`src/rtl/inst_rom_arbiter.sv`:
```
// inst_rom_arbiter
//   Arbitrates one combinational instruction ROM between the CPU fetch port
//   and a debug read port. Byte addresses become ROM word indices and are
//   checked for alignment and range. Read data is registered, so every
//   response arrives exactly one cycle after its grant. Fetch normally wins.
//   A wait counter makes sure debug cannot be starved indefinitely.
//
// Ports
//   clk, resetn                       clock, synchronous active-low reset
//   fetch_req/fetch_addr              fetch request and byte address
//   fetch_gnt/fetch_stall             combinational grant / stall
//   fetch_rvalid/fetch_rdata/fetch_err  registered fetch response
//   dbg_req/dbg_addr                  debug request and byte address
//   dbg_gnt                           combinational debug grant
//   dbg_rvalid/dbg_rdata/dbg_err      registered debug response
//   rom_addr                          ROM word index (combinational)
//   rom_inst                          ROM data, combinational from rom_addr
//
// Response FSM states
//   state      | meaning
//   RESP_NONE  | no response presented this cycle
//   RESP_FETCH | fetch response valid this cycle
//   RESP_DBG   | debug response valid this cycle

module inst_rom_arbiter #(
  parameter int ADDR_W   = 5,
  parameter int DEPTH    = 21,
  parameter int MAX_WAIT = 4
) (
  input  logic              clk,
  input  logic              resetn,
  input  logic              fetch_req,
  input  logic [31:0]       fetch_addr,
  output logic              fetch_gnt,
  output logic              fetch_stall,
  output logic              fetch_rvalid,
  output logic [31:0]       fetch_rdata,
  output logic              fetch_err,
  input  logic              dbg_req,
  input  logic [31:0]       dbg_addr,
  output logic              dbg_gnt,
  output logic              dbg_rvalid,
  output logic [31:0]       dbg_rdata,
  output logic              dbg_err,
  output logic [ADDR_W-1:0] rom_addr,
  input  logic [31:0]       rom_inst
);

  localparam int CNT_W = $clog2(MAX_WAIT + 1);
  localparam logic [CNT_W-1:0] WAIT_LIMIT = CNT_W'(MAX_WAIT);
  localparam logic [31:0] DEPTH_W = 32'(DEPTH);

  typedef enum logic [1:0] {
    RESP_NONE  = 2'd0,
    RESP_FETCH = 2'd1,
    RESP_DBG   = 2'd2
  } resp_e;

  resp_e             resp_sel, resp_next;
  logic [CNT_W-1:0]  wait_cnt, wait_next;
  logic              force_dbg;
  logic [31:0]       gnt_addr;
  logic [ADDR_W-1:0] gnt_idx;
  logic              gnt_err;

  always_comb begin
    force_dbg   = 1'b0;
    fetch_gnt   = 1'b0;
    dbg_gnt     = 1'b0;
    fetch_stall = 1'b0;
    gnt_addr    = 32'h0;
    gnt_idx     = '0;
    gnt_err     = 1'b0;
    rom_addr    = '0;
    resp_next   = RESP_NONE;
    wait_next   = '0;

    // Debug overtakes fetch only once it has been refused MAX_WAIT times in a row.
    force_dbg   = dbg_req && (wait_cnt == WAIT_LIMIT);
    fetch_gnt   = fetch_req && !force_dbg;
    dbg_gnt     = dbg_req && !fetch_gnt;
    fetch_stall = fetch_req && !fetch_gnt;

    if (fetch_gnt)    gnt_addr = fetch_addr;
    else if (dbg_gnt) gnt_addr = dbg_addr;

    gnt_idx  = gnt_addr[ADDR_W+1:2];
    rom_addr = gnt_idx;
    gnt_err  = (gnt_addr[1:0] != 2'b00) ||
               (gnt_addr[31:ADDR_W+2] != '0) ||
               ({{(32-ADDR_W){1'b0}}, gnt_idx} >= DEPTH_W);

    if (fetch_gnt)    resp_next = RESP_FETCH;
    else if (dbg_gnt) resp_next = RESP_DBG;

    if (dbg_req && !dbg_gnt)
      wait_next = (wait_cnt == WAIT_LIMIT) ? WAIT_LIMIT : wait_cnt + 1'b1;
  end

  always_ff @(posedge clk) begin
    if (!resetn) begin
      resp_sel <= RESP_NONE;
      wait_cnt <= '0;
    end else begin
      resp_sel <= resp_next;
      wait_cnt <= wait_next;
    end
  end

  // Reset wins over a same-cycle grant, so that grant never produces a response.
  always_ff @(posedge clk) begin
    if (!resetn) begin
      fetch_rdata <= 32'h0;
      fetch_err   <= 1'b0;
      dbg_rdata   <= 32'h0;
      dbg_err     <= 1'b0;
    end else begin
      if (fetch_gnt) begin
        fetch_rdata <= gnt_err ? 32'h0 : rom_inst;
        fetch_err   <= gnt_err;
      end
      if (dbg_gnt) begin
        dbg_rdata <= gnt_err ? 32'h0 : rom_inst;
        dbg_err   <= gnt_err;
      end
    end
  end

  assign fetch_rvalid = (resp_sel == RESP_FETCH);
  assign dbg_rvalid   = (resp_sel == RESP_DBG);

endmodule
```
`config.mk`:
```
export PLATFORM = sky130hd
export DESIGN_NAME = inst_rom_arbiter
export DESIGN_NICKNAME = d
export VERILOG_FILES = /design/src/rtl/inst_rom_arbiter.sv
export SDC_FILE = /design/constraint.sdc
export NUM_CORES = 1
export LEC_CHECK = 0
export ABC_AREA = 1
export CORE_AREA = 4 4 93 95
export DETAILED_ROUTE_END_ITERATION = 8
export DIE_AREA = 0 0 97 99
export PLACE_DENSITY = 0.82
export SYNTH_ARGS = -nofsm -noshare
export SYNTH_HDL_FRONTEND = slang
export SYNTH_SLANG_ARGS = --single-unit
```
`constraint.sdc`:
```
create_clock -name clk -period 1.9 [get_ports clk]
set_input_delay 0.38 -clock clk [delete_from_list [all_inputs] [get_ports clk]]
set_output_delay 0.38 -clock clk [all_outputs]
set_load 0.01 [all_outputs]
```
; Word level (Yosys, flattened, before mapping)
; Cells that the tools add are included.
[classes]
order_cmp = 1
reduce_logical = 15
muxes = 6
bitwise_logic = 2
addsub = 1
n_eq_ne = 3
[ops]
columns = op, count
row1 = 32-bit two-way mux, 3
row2 = 25-bit nonzero test, 1
row3 = "5-bit greater-or-equal comparator, second input constant", 1
row4 = 1-bit logical AND, 5
row5 = "3-bit by 1-bit adder with 3-bit output, second input constant", 1
row6 = "3-bit equality test, second input constant", 1
row7 = 1-bit logical NOT, 3
row8 = 3-bit two-way mux, 1
row9 = 3-bit OR reduction, 1
row10 = "2-bit by 1-bit equality test with 1-bit output, second input constant", 1
row11 = "2-bit equality test, second input constant", 1
row12 = 1-bit logical OR, 2
row13 = 2-bit two-way mux, 1
row14 = 1-bit NOT, 2
row15 = 2-bit AND reduction, 1
row16 = 2-bit nonzero test, 1
row17 = 2-bit OR reduction, 1
row18 = 1-bit two-way mux, 1
[word_totals]
input_bits = 100
reg_bits = 71
output_inout_bits = 76
wordCells = 36

; Longest topological paths before layout
; Gate-level depths: netlist of run 1.
[depth]
depth_word = 12
ltp_mapped = 14
depth_no_buf = 13

; Worst setup path after synthesis of run 1
; Ideal clock, no wire load.
[synth_path]
path_kind = register to output
from = register wait_cnt[0]
to = output dbg_gnt
arrival_time_ns = 1.360
t_required_ns = 1.520
path_buffers = 2
path_slack_ns = 0.160
path_stages_with_launch = 7
path_cell_list = dfxtp_1 inv_1 ha_1 nand3_2 nand2_2 clkbuf_1 clkbuf_1
[synth_between]
elab_chain_len = 6
[synth_lines]
columns = element, line_no
row1 = start: declaration, 60  ; logic [CNT_W-1:0] wait_cnt, wait_next;
row2 = start signal: assignment, 106  ; wait_cnt <= wait_next;
row3 = 3-bit equality test, 79  ; force_dbg = dbg_req && (wait_cnt == WAIT_LIMIT);
row4 = 1-bit logical AND, 79
row5 = 1-bit logical NOT, 80  ; fetch_gnt = fetch_req && !force_dbg;
row6 = 1-bit logical AND, 80
row7 = 1-bit logical NOT, 81  ; dbg_gnt = dbg_req && !fetch_gnt;
row8 = 1-bit logical AND, 81
row9 = end: declaration, 41  ; output logic dbg_gnt,
; Every way passes these cells.

; Worst setup path after layout of run 1
[layout_path]
from = register wait_cnt[1]
to = output rom_addr[4]
[layout_between]
elab_chain_len = 8
[layout_lines]
columns = element, line_no
row1 = 3-bit equality test *, 79
row2 = 1-bit logical AND *, 79
row3 = 1-bit logical NOT *, 80
row4 = 1-bit logical AND *, 80
row5 = 1-bit logical NOT, 81
row6 = 1-bit logical AND, 81
row7 = 32-bit two-way mux, 85  ; else if (dbg_gnt) gnt_addr = dbg_addr;
row8 = 32-bit two-way mux *, 84  ; if (fetch_gnt) gnt_addr = fetch_addr;
row9 = end: declaration, 45  ; output logic [ADDR_W-1:0] rom_addr,
; Mark *: on every way between the ends. The rest lies on a longest branch, timed or not.

==> results of run 1 <==
==> final timing paths <==
check	start	endpoint	slack, ps	depth (start not counted)
hold reg to reg	fetch_rdata[24]	fetch_rdata[24]	460	2
setup / recovery	wait_cnt[1]	rom_addr[4]	50	7
setup reg to reg	wait_cnt[1]	fetch_rdata[31]	110	12
hold / removal	fetch_rdata[24]	fetch_rdata[24]	460	2
==> area by class of cell <==
type,instances,area (um^2),share of cell area
clock inverters,7,121.4,0.02315
well taps,102,127.6,0.02434
clock buffers,9,123.9,0.02363
inverters,15,58.81,0.01122
multi-input cells,252,1371,0.2616
flip-flops and latches,71,1423,0.2714
repair buffers,198,2017,0.3847
==> Yosys cell counts (all sizes together) <==
library cell,n
a22o,1
clkbuf,13
inv,15
o22ai,1
nor2,45
nor3,2
o21ai,66
a21oi,24
o21bai,1
xor2,1
buf,6
dfxtp,71
ha,2
nand2,74
nand3,35
==> repair_timing <==
item	CTS	global route
endpoints found under the hold margin	0	0
pin swaps	2	4
buffers inserted	0	0
cloned	0	2
gates resized for setup	30	30
setup endpoints to repair	8	59
==> sequential cells by signal, summed over array words and instances (netlist names) <==
name	flops
wait_cnt	3
resp_sel	2
fetch_rdata	32
fetch_err	1
dbg_err	1
dbg_rdata	32
==> metal layers <==
metal	routed length (um)	vias to the layer above	track usage
met5	0	-	0
met4	115	0	0.05508
met3	725	12	0.07077
met2	5069	128	0.3631
met1	3972	1468	0.2177
li1	-	1566	-
==> cell families after synthesis <==
| family | count (synthesis) | synth area share |
|---|---|---|
| compound gates | 93 | 0.1687 |
| xor+xnor | 1 | 0.003084 |
| fa+ha+maj | 2 | 0.008809 |
| buf+inv | 34 | 0.05418 |
| flops | 71 | 0.5004 |
| simple gates | 156 | 0.2648 |
==> power breakdown <==
part / switching, W / internal (W) / total [W]
sequential: 0.0000336 / 0.00155 / 0.00159
combinational: 0.000312 / 0.000431 / 0.000742
clock: 0.000596 / 0.000876 / 0.00147
==> worst max-delay path, delay by kind of cell, from the launching register on <==
family | cells | cell delay, ps
DFF | 1 | 330
buffers and inverters | 3 | 250
and+or+nand+nor | 2 | 210
AOI/OAI and AO/OA | 1 | 180
adders and majority gates | 1 | 150
==> per-stage QoR <==
stage               worst slack (ps)  cell area (um^2)  power [W]
global placement              -362.9              4887   0.002320
global route                  -27.14              5243   0.003951
finish                         52.22              5243   0.003801
detailed placement            -384.2              4887   0.002336
floorplan                      160.2              2840   0.001860
CTS                           -3.605              5161   0.003799
==> impl_metrics.tcl, run 1 <==
set metrics [dict create \
    status "completed" \
    final_cell_mix "clkdlybuf4s50_1, dfxtp_1, nand2_1" \
    clk_transition_reported_paths_ps 80 \
    slew_viol_final 0 \
    cts-root-buf "clkbuf_8" \
    final_cells 654 \
    fp.dieH_um 99 \
    finalWeightedCongestion 0.8372 \
    fin_nets 649 \
    fin_skew_ps 6.446 \
    initial_utilization 0.3676 \
    fp.dieArea_mm2 0.009603 \
    wire_per_inst_um 15.11 \
    rows 32 \
    vias 3174 \
    post-dp-hpwl_um 7372 \
    n_antenna_cell 0 \
    slowest_stage "dfxtp_2" \
    drtPass1Iterations 5 \
    yosys_warnings 0 \
    crit_fanout 4 \
    grt_max_degree 43 \
    timing.hold.ws_ps 455.7 \
    ir_drop_uv 516.4 \
    synth_top_area_share 0.5004 \
    relSlewSlack 0.5666 \
    grt_pass1_vias 3251 \
    clockBufferDepth 2 \
    netlist_instances 357 \
    syn_avg_cell_area_um2 7.956 \
    synth_cell_types 22 \
    fmax_mhz 541.2 \
    grt_usage 0.1988 \
    synth_area_leaders "dfxtp_1, nand2_1, nand3_2" \
    fill_cells 614 \
    post-route-period-util 0.9725 \
    hold_violations 0 \
    syn_area_mm2 0.002840 \
    grt_pass1_wl_um 15630 \
    cp_slowest_stage_delay_ps 330 \
    fin_util 0.6784 \
    io_pins 176 \
    mostFrequentLayoutCell "clkdlybuf4s50_1" \
    path_cells "inv_2, ha_4, nand3_4, nand2_4, inv_4, a22o_1, buf_2" \
    setup-violations-final 0 \
    min_path_type "register to register" \
    worstPathArrival_ps 1470 \
    ys_ff_latch 71 \
    maxCapViolCount 0 \
    tns_ps 0 \
    core_area_mm2 0.007727 \
    syn2layout_area_growth_pct 84.58 \
    cts_tree "done" \
    drc_errors 0 \
    cp-start-kind "register" \
    cts_sinks 71 \
    placed_cells 636 \
    postRouteAntennaNets 0 \
    drt_first_iter_violations 93 \
    clk-insertion-delay-late_ps 350 \
    numCtsBuffers 9 \
    avgViaCountPerCell 4.853 \
    fp.dieW_um 97 \
    tightest_slew_ps 647.8 \
    rsz0062_at_grt "yes" \
    synth_area_leader_cell "dfxtp_1" \
    port_buffers 175 \
    crit_path_end_kind "output pin" \
    drive_above_1_share 0.1793 \
    syn_nets 459 \
    cts_htree_levels 3 \
    p_leak_nw 1.984 \
    ys_seq_area_frac 0.5004 \
    cp.required_ps 1520 \
    antenna_found_initial 0 \
    period_needed_ps 1848 \
    grt-ovfl-total 0 \
    power.density_mw_per_mm2 725.0 \
    cts_hold_buf 0 \
    totalWireLength_um 9883 \
    critical_path_class "register to output pin" \
]
No activity file was read; power rests on OpenSTA's default activity.
==> run 2, diff against run 1 <==
==> constraint.sdc (replaced) <==
create_clock -name clk -period 2 [get_ports clk]
set_input_delay 0.4 -clock clk [delete_from_list [all_inputs] [get_ports clk]]
set_output_delay 0.4 -clock clk [all_outputs]
set_load 0.01 [all_outputs]
==> run 2 against run 1 <==
  * Via count fell by 2.1%
  * Total power decreased by 12%
  * Sequential cell count unchanged
  * Final cell count decreased by 0.31%
  * Clock skew is 2.0 ps higher
  * Worst setup slack gained 18 ps
  * Clock-buffer cell count rose by 2
==> impl_metrics.tcl, run 2 (same netlist as run 1, synthesis figures left out) <==
set metrics [dict create \
    crit_path_end_kind "output pin" \
    totalWireLength_um 9656 \
    mostFrequentLayoutCell "clkdlybuf4s50_1" \
    relSlewSlack 0.5844 \
    worstPathArrival_ps 1530 \
    critical_path_class "register to output pin" \
    grt_usage 0.1952 \
    n_antenna_cell 0 \
    cts_htree_levels 3 \
    slew_viol_final 0 \
    vias 3106 \
    cts-root-buf "clkbuf_8" \
    finalWeightedCongestion 0.8402 \
    power_frac_seq 0.450 \
    status "completed" \
    setup-violations-final 0 \
    io_pins 176 \
    grt-ovfl-total 0 \
    p_int_w 0.002510 \
    fp.dieH_um 99 \
    clockBufferDepth 2 \
    fill_cells 665 \
    placed_cells 635 \
    p_clk_frac 0.350 \
    timing.hold.ws_ps 428.9 \
    antenna_found_initial 0 \
    post-route-period-util 0.9648 \
    drc_errors 0 \
    fin_skew_ps 8.411 \
    ir_drop_uv 420.4 \
    fp.dieArea_mm2 0.009603 \
    multi_input_area_mm2 0.001303 \
    combPwrFrac 0.200 \
    wire_per_inst_um 14.81 \
    crit_fanout 4 \
    cts_tree "done" \
    fp.dieW_um 97 \
    post-dp-hpwl_um 7451 \
    numCtsBuffers 9 \
    hold_violations 0 \
    drive_above_1_share 0.1400 \
    fmax_mhz 518.2 \
    syn2layout_area_growth_pct 79.38 \
    drt_first_iter_violations 113 \
    seqCellArea_mm2 0.001423 \
    p_leak_nw 1.942 \
    postRouteAntennaNets 0 \
    grt_max_degree 43 \
    reg.largest.list "dbg_rdata: 32 flops, fetch_rdata: 32 flops, wait_cnt: 3 flops" \
    swShare 0.2516 \
    fin_nets 647 \
    switchingPower_w 0.0008437 \
    cp-start-kind "register" \
    grt_pass1_wl_um 15390 \
    cp.required_ps 1600 \
    clk-insertion-delay-late_ps 340 \
    port_buffers 175 \
    rows 32 \
    min_path_type "register to register" \
    initial_utilization 0.3676 \
    clk_transition_reported_paths_ps 70 \
    final_cells 652 \
    maxCapViolCount 0 \
    final_cell_mix "clkdlybuf4s50_1, nand2_1, dfxtp_1" \
    cts_sinks 71 \
    period_needed_ps 1930 \
    rsz0062_at_grt "no" \
    drtPass1Iterations 5 \
    tightest_slew_ps 621.1 \
    tns_ps 0 \
    grt_pass1_vias 3271 \
    avgViaCountPerCell 4.764 \
    power.density_mw_per_mm2 658.2 \
    core_area_mm2 0.007727 \
]
[run 2: changes by cell type in the layout (fill, tap and decap cells not counted), moves of 3 or more]
cell and change:
buf_2 -5, a21oi_1 +9, o21ai_1 +3, nand2_1 +3
a21oi_2 -9, nand2_2 -3, o21ai_2 -5, dlygate4sd2_1 +3
[run 2: path summary, 6_finish.rpt]
path | start | cells after the start | endpoint | slack, ps
worst max register to register | wait_cnt[1] | 12 | fetch_rdata[31] | 180
worst max-delay path | wait_cnt[1] | 7 | fetch_gnt | 70
worst min-delay path | wait_cnt[0] | 1 | wait_cnt[0] | 430
worst min register to register | wait_cnt[0] | 1 | wait_cnt[0] | 430
[run 2: area by class of cell]
cell class	count	area share
inverters	15	0.01105
clock buffers	11	0.02972
clock inverters	5	0.01105
multi-input cells	252	0.2556
repair buffers	196	0.3883
flip-flops and latches	71	0.2792
well taps	102	0.02505
[run 2: critical path: stages, from the launching register on]
cell,delay (ps)
dfxtp_1,330
inv_2,70
ha_4,140
nand3_4,100
nand2_4,110
inv_2,50
buf_4,120
dlygate4sd2_1,280
[run 2: metrics by stage]
step                  util  power (W)  instance area (um^2)  setup WS (ps)
detailed placement  0.6315   0.002218                  4880         -338.6
global route        0.6593   0.003500                  5095          10.80
global placement    0.6315   0.002204                  4880         -305.2
floorplan                -   0.001767                  2840          240.2
CTS                 0.6621   0.003392                  5116          5.360
finish              0.6593   0.003353                  5095          70.33
[run 2: per-layer routing]
layer	part of all wire	track usage	wire [um]
met5	0	0	0
met4	0.017	0.06156	164
met3	0.066	0.06016	634
met2	0.52	0.3620	5019
met1	0.40	0.2119	3838
[run 2: power by group through the flow]
stage,clock [W],sequential [W],combinational [W]
floorplan,0,0.00156,0.000202
global placement,0,0.00154,0.000666
detailed placement,0,0.00154,0.000678
CTS,0.00121,0.00151,0.000678
global route,0.00126,0.00152,0.000719
finish,0.00117,0.00151,0.000670
[run 2: repair_timing]
item | CTS | global route
hold buffers | 0 | 0
setup buffers | 1 | 0
pin swaps | 3 | 0
endpoints found under the setup margin | 8 | 8
resized for setup | 19 | 9
gates cloned | 0 | 0
==> run 3, diff against run 2 <==
--- a/config.mk
+++ b/config.mk
@@ -6,9 +6,9 @@
 export NUM_CORES = 1
 export LEC_CHECK = 0
 export ABC_AREA = 1
-export CORE_AREA = 4 4 93 95
+export CORE_AREA = 5 5 94 96
 export DETAILED_ROUTE_END_ITERATION = 8
-export DIE_AREA = 0 0 97 99
+export DIE_AREA = 0 0 99 101
 export PLACE_DENSITY = 0.82
 export SYNTH_ARGS = -nofsm -noshare
 export SYNTH_HDL_FRONTEND = slang
==> run 3 against run 2 <==
  * Clock power up 8%
  * Routed wire length up 3.9%
  * Clock-buffer cell count unchanged
  * Worst hold slack better by 14 ps
  * Critical path depth down 1
  * Worst setup slack better by 1.5 ps
  * Total power up 2.6%
  * First-iteration DRC count up 4.4%
  * Sequential power about the same
  * Register-to-register slack worse by 20 ps
  * Critical path type unchanged
  * Highest routed layer unchanged
==> impl_metrics.tcl, run 3 (same netlist as run 1, synthesis figures left out) <==
set metrics [dict create \
    switchingPower_w 0.0008384 \
    grt-ovfl-total 0 \
    port_buffers 175 \
    cp-start-kind "register" \
    cts_sinks 71 \
    swShare 0.2438 \
    cp.required_ps 1600 \
    clk_transition_reported_paths_ps 80 \
    p_clk_frac 0.367 \
    final_cell_mix "clkdlybuf4s50_1, nand2_1, dfxtp_1" \
    rows 33 \
    worstPathArrival_ps 1530 \
    wire_per_inst_um 15.38 \
    grt_max_degree 49 \
    grt_usage 0.2016 \
    ff2ff_path_depth 10 \
    clk-insertion-delay-late_ps 340 \
    setup-violations-final 0 \
    fill_cells 661 \
    combPwrFrac 0.194 \
    placed_cells 635 \
    cts_htree_levels 3 \
    critical_path_class "register to output pin" \
    numCtsBuffers 9 \
    r2r-start "wait_cnt[0]" \
    post-dp-hpwl_um 7671 \
    fin_util 0.6392 \
    r2r-end "dbg_rdata[20]" \
    cts-root-buf "clkbuf_8" \
    p_leak_nw 1.925 \
    fin_skew_ps 9.923 \
    setup_ws_ps 71.84 \
    grt_pass1_wl_um 16060 \
    drc_errors 0 \
    grt_pass1_vias 3254 \
    placed_area_mm2 0.004848 \
    p_int_w 0.002601 \
    slowest_stage "dfxtp_2" \
    period_needed_ps 1928 \
    path_cells "inv_2, ha_4, nand3_4, nand2_4, buf_4, clkdlybuf4s15_1" \
    fin_nets 644 \
    fp.dieH_um 101 \
    drtPass1Iterations 4 \
    path_delay_family "buffers and inverters" \
    multi_input_area_mm2 0.001308 \
    relSlewSlack 0.7293 \
    clockBufferDepth 2 \
    crit_fanout 6 \
    whs_path_depth 1 \
    fp.dieW_um 99 \
    min_path_type "register to register" \
    slew_viol_final 0 \
    power.density_mw_per_mm2 675.2 \
    drive_above_1_share 0.1389 \
    initial_utilization 0.3564 \
    postRouteAntennaNets 0 \
    dp_slack_ps -365.3 \
    crit_buf_inv 3 \
    mostFrequentLayoutCell "clkdlybuf4s50_1" \
    hold_violations 0 \
    syn2layout_area_growth_pct 79.34 \
    ir_drop_uv 711.8 \
    cts_tree "done" \
    core_area_mm2 0.007969 \
    cp_slowest_stage_delay_ps 340 \
    tightest_slew_ps 406.0 \
    min-delay-start "wait_cnt[0]" \
    power_frac_seq 0.439 \
    finalWeightedCongestion 0.8427 \
    status "completed" \
    vias 3082 \
    reg.largest.list "dbg_rdata: 32 flops, fetch_rdata: 32 flops, wait_cnt: 3 flops" \
    drt_first_iter_violations 118 \
    rrSetupSlack_ps 160 \
    maxCapViolCount 0 \
    antenna_found_initial 0 \
    min_to "wait_cnt[0]" \
    io_pins 176 \
    avgViaCountPerCell 4.727 \
    post-route-period-util 0.9641 \
    n_antenna_cell 0 \
    fin_area_mm2 0.005094 \
    crit_path_end_kind "output pin" \
    totalWireLength_um 10030 \
    rsz0062_at_grt "yes" \
    fmax_mhz 518.6 \
    seqCellArea_mm2 0.001424 \
    fp.dieArea_mm2 0.009999 \
    final_cells 652 \
]
==> run 3: cell types whose count changed in the layout (fill, tap and decap cells not counted), sizes merged <==
cell | before | now
buf | 21 | 20
bufinv | 1 | 2
clkbuf | 16 | 13
clkdlybuf4s15 | 0 | 3
clkinv | 3 | 2
dlygate4sd2 | 5 | 3
==> run 3: worst max path at each step <==
stage,startpoint,cells after the start,slack (ps),end
6_report,wait_cnt[0],6,70,dbg_gnt
3_3_place_gp,dbg_req,6,-340,rom_addr[3]
2_1_floorplan,wait_cnt[0],6,240,dbg_gnt
5_1_grt,wait_cnt[0],8,-20,rom_addr[2]
3_5_place_dp,dbg_req,6,-370,rom_addr[3]
4_1_cts,wait_cnt[1],7,0.4,rom_addr[4]
==> run 3: what timing repair did <==
action,in CTS,in global routing
gates cloned,0,0
setup buffers,1,0
resized for setup,23,12
endpoints found under the setup margin,8,8
pin swaps,1,2
hold buffers,0,0
==> run 3: metal layers <==
| metal | GRT usage | part of all wire | up-vias |
|---|---|---|---|
| li1 | - | - | 1556 |
| met1 | 0.2290 | 0.39 | 1409 |
| met2 | 0.3585 | 0.52 | 100 |
| met3 | 0.06574 | 0.072 | 17 |
| met4 | 0.06197 | 0.019 | 0 |
| met5 | 0 | 0 | - |
==> run 3: worst register-to-register path, cell delays in order, from the launching register on <==
cell and delay (ps):
dfxtp_2 340, inv_2 70, ha_4 160, nand3_4 120, nand2_4 140, buf_4 140, buf_4 360, nor2_1 100
buf_4 180, nand2_1 70, o21ai_1 60
==> run 3: area by class of cell <==
cell class | instances | share of cell area
clock inverter | 5 | 0.01597
clock buffer | 11 | 0.02776
timing repair buffer | 193 | 0.3832
sequential | 71 | 0.2795
multi-input combinational | 252 | 0.2567
inverter | 15 | 0.01105
tap | 105 | 0.02579
==> run 3: per-stage QoR <==
step           hold slack, ps  setup TNS (ps)  power, W
6_report                443.0               0  0.003439
5_1_grt                 460.8          -18.95  0.003594
4_1_cts                 442.6               0  0.003469
3_5_place_dp            446.4          -13980  0.002212
3_3_place_gp            429.1          -11650  0.002201
2_1_floorplan           417.3               0  0.001767
==> run 3: power by group through the flow <==
stage | Clock, W | Combinational [W] | Sequential, W
after global placement | 0 | 0.000662 | 0.00154
after floorplan | 0 | 0.000202 | 0.00156
after global routing | 0.00136 | 0.000718 | 0.00152
after detailed placement | 0 | 0.000672 | 0.00154
after CTS | 0.00129 | 0.000675 | 0.00151
final | 0.00126 | 0.000667 | 0.00151
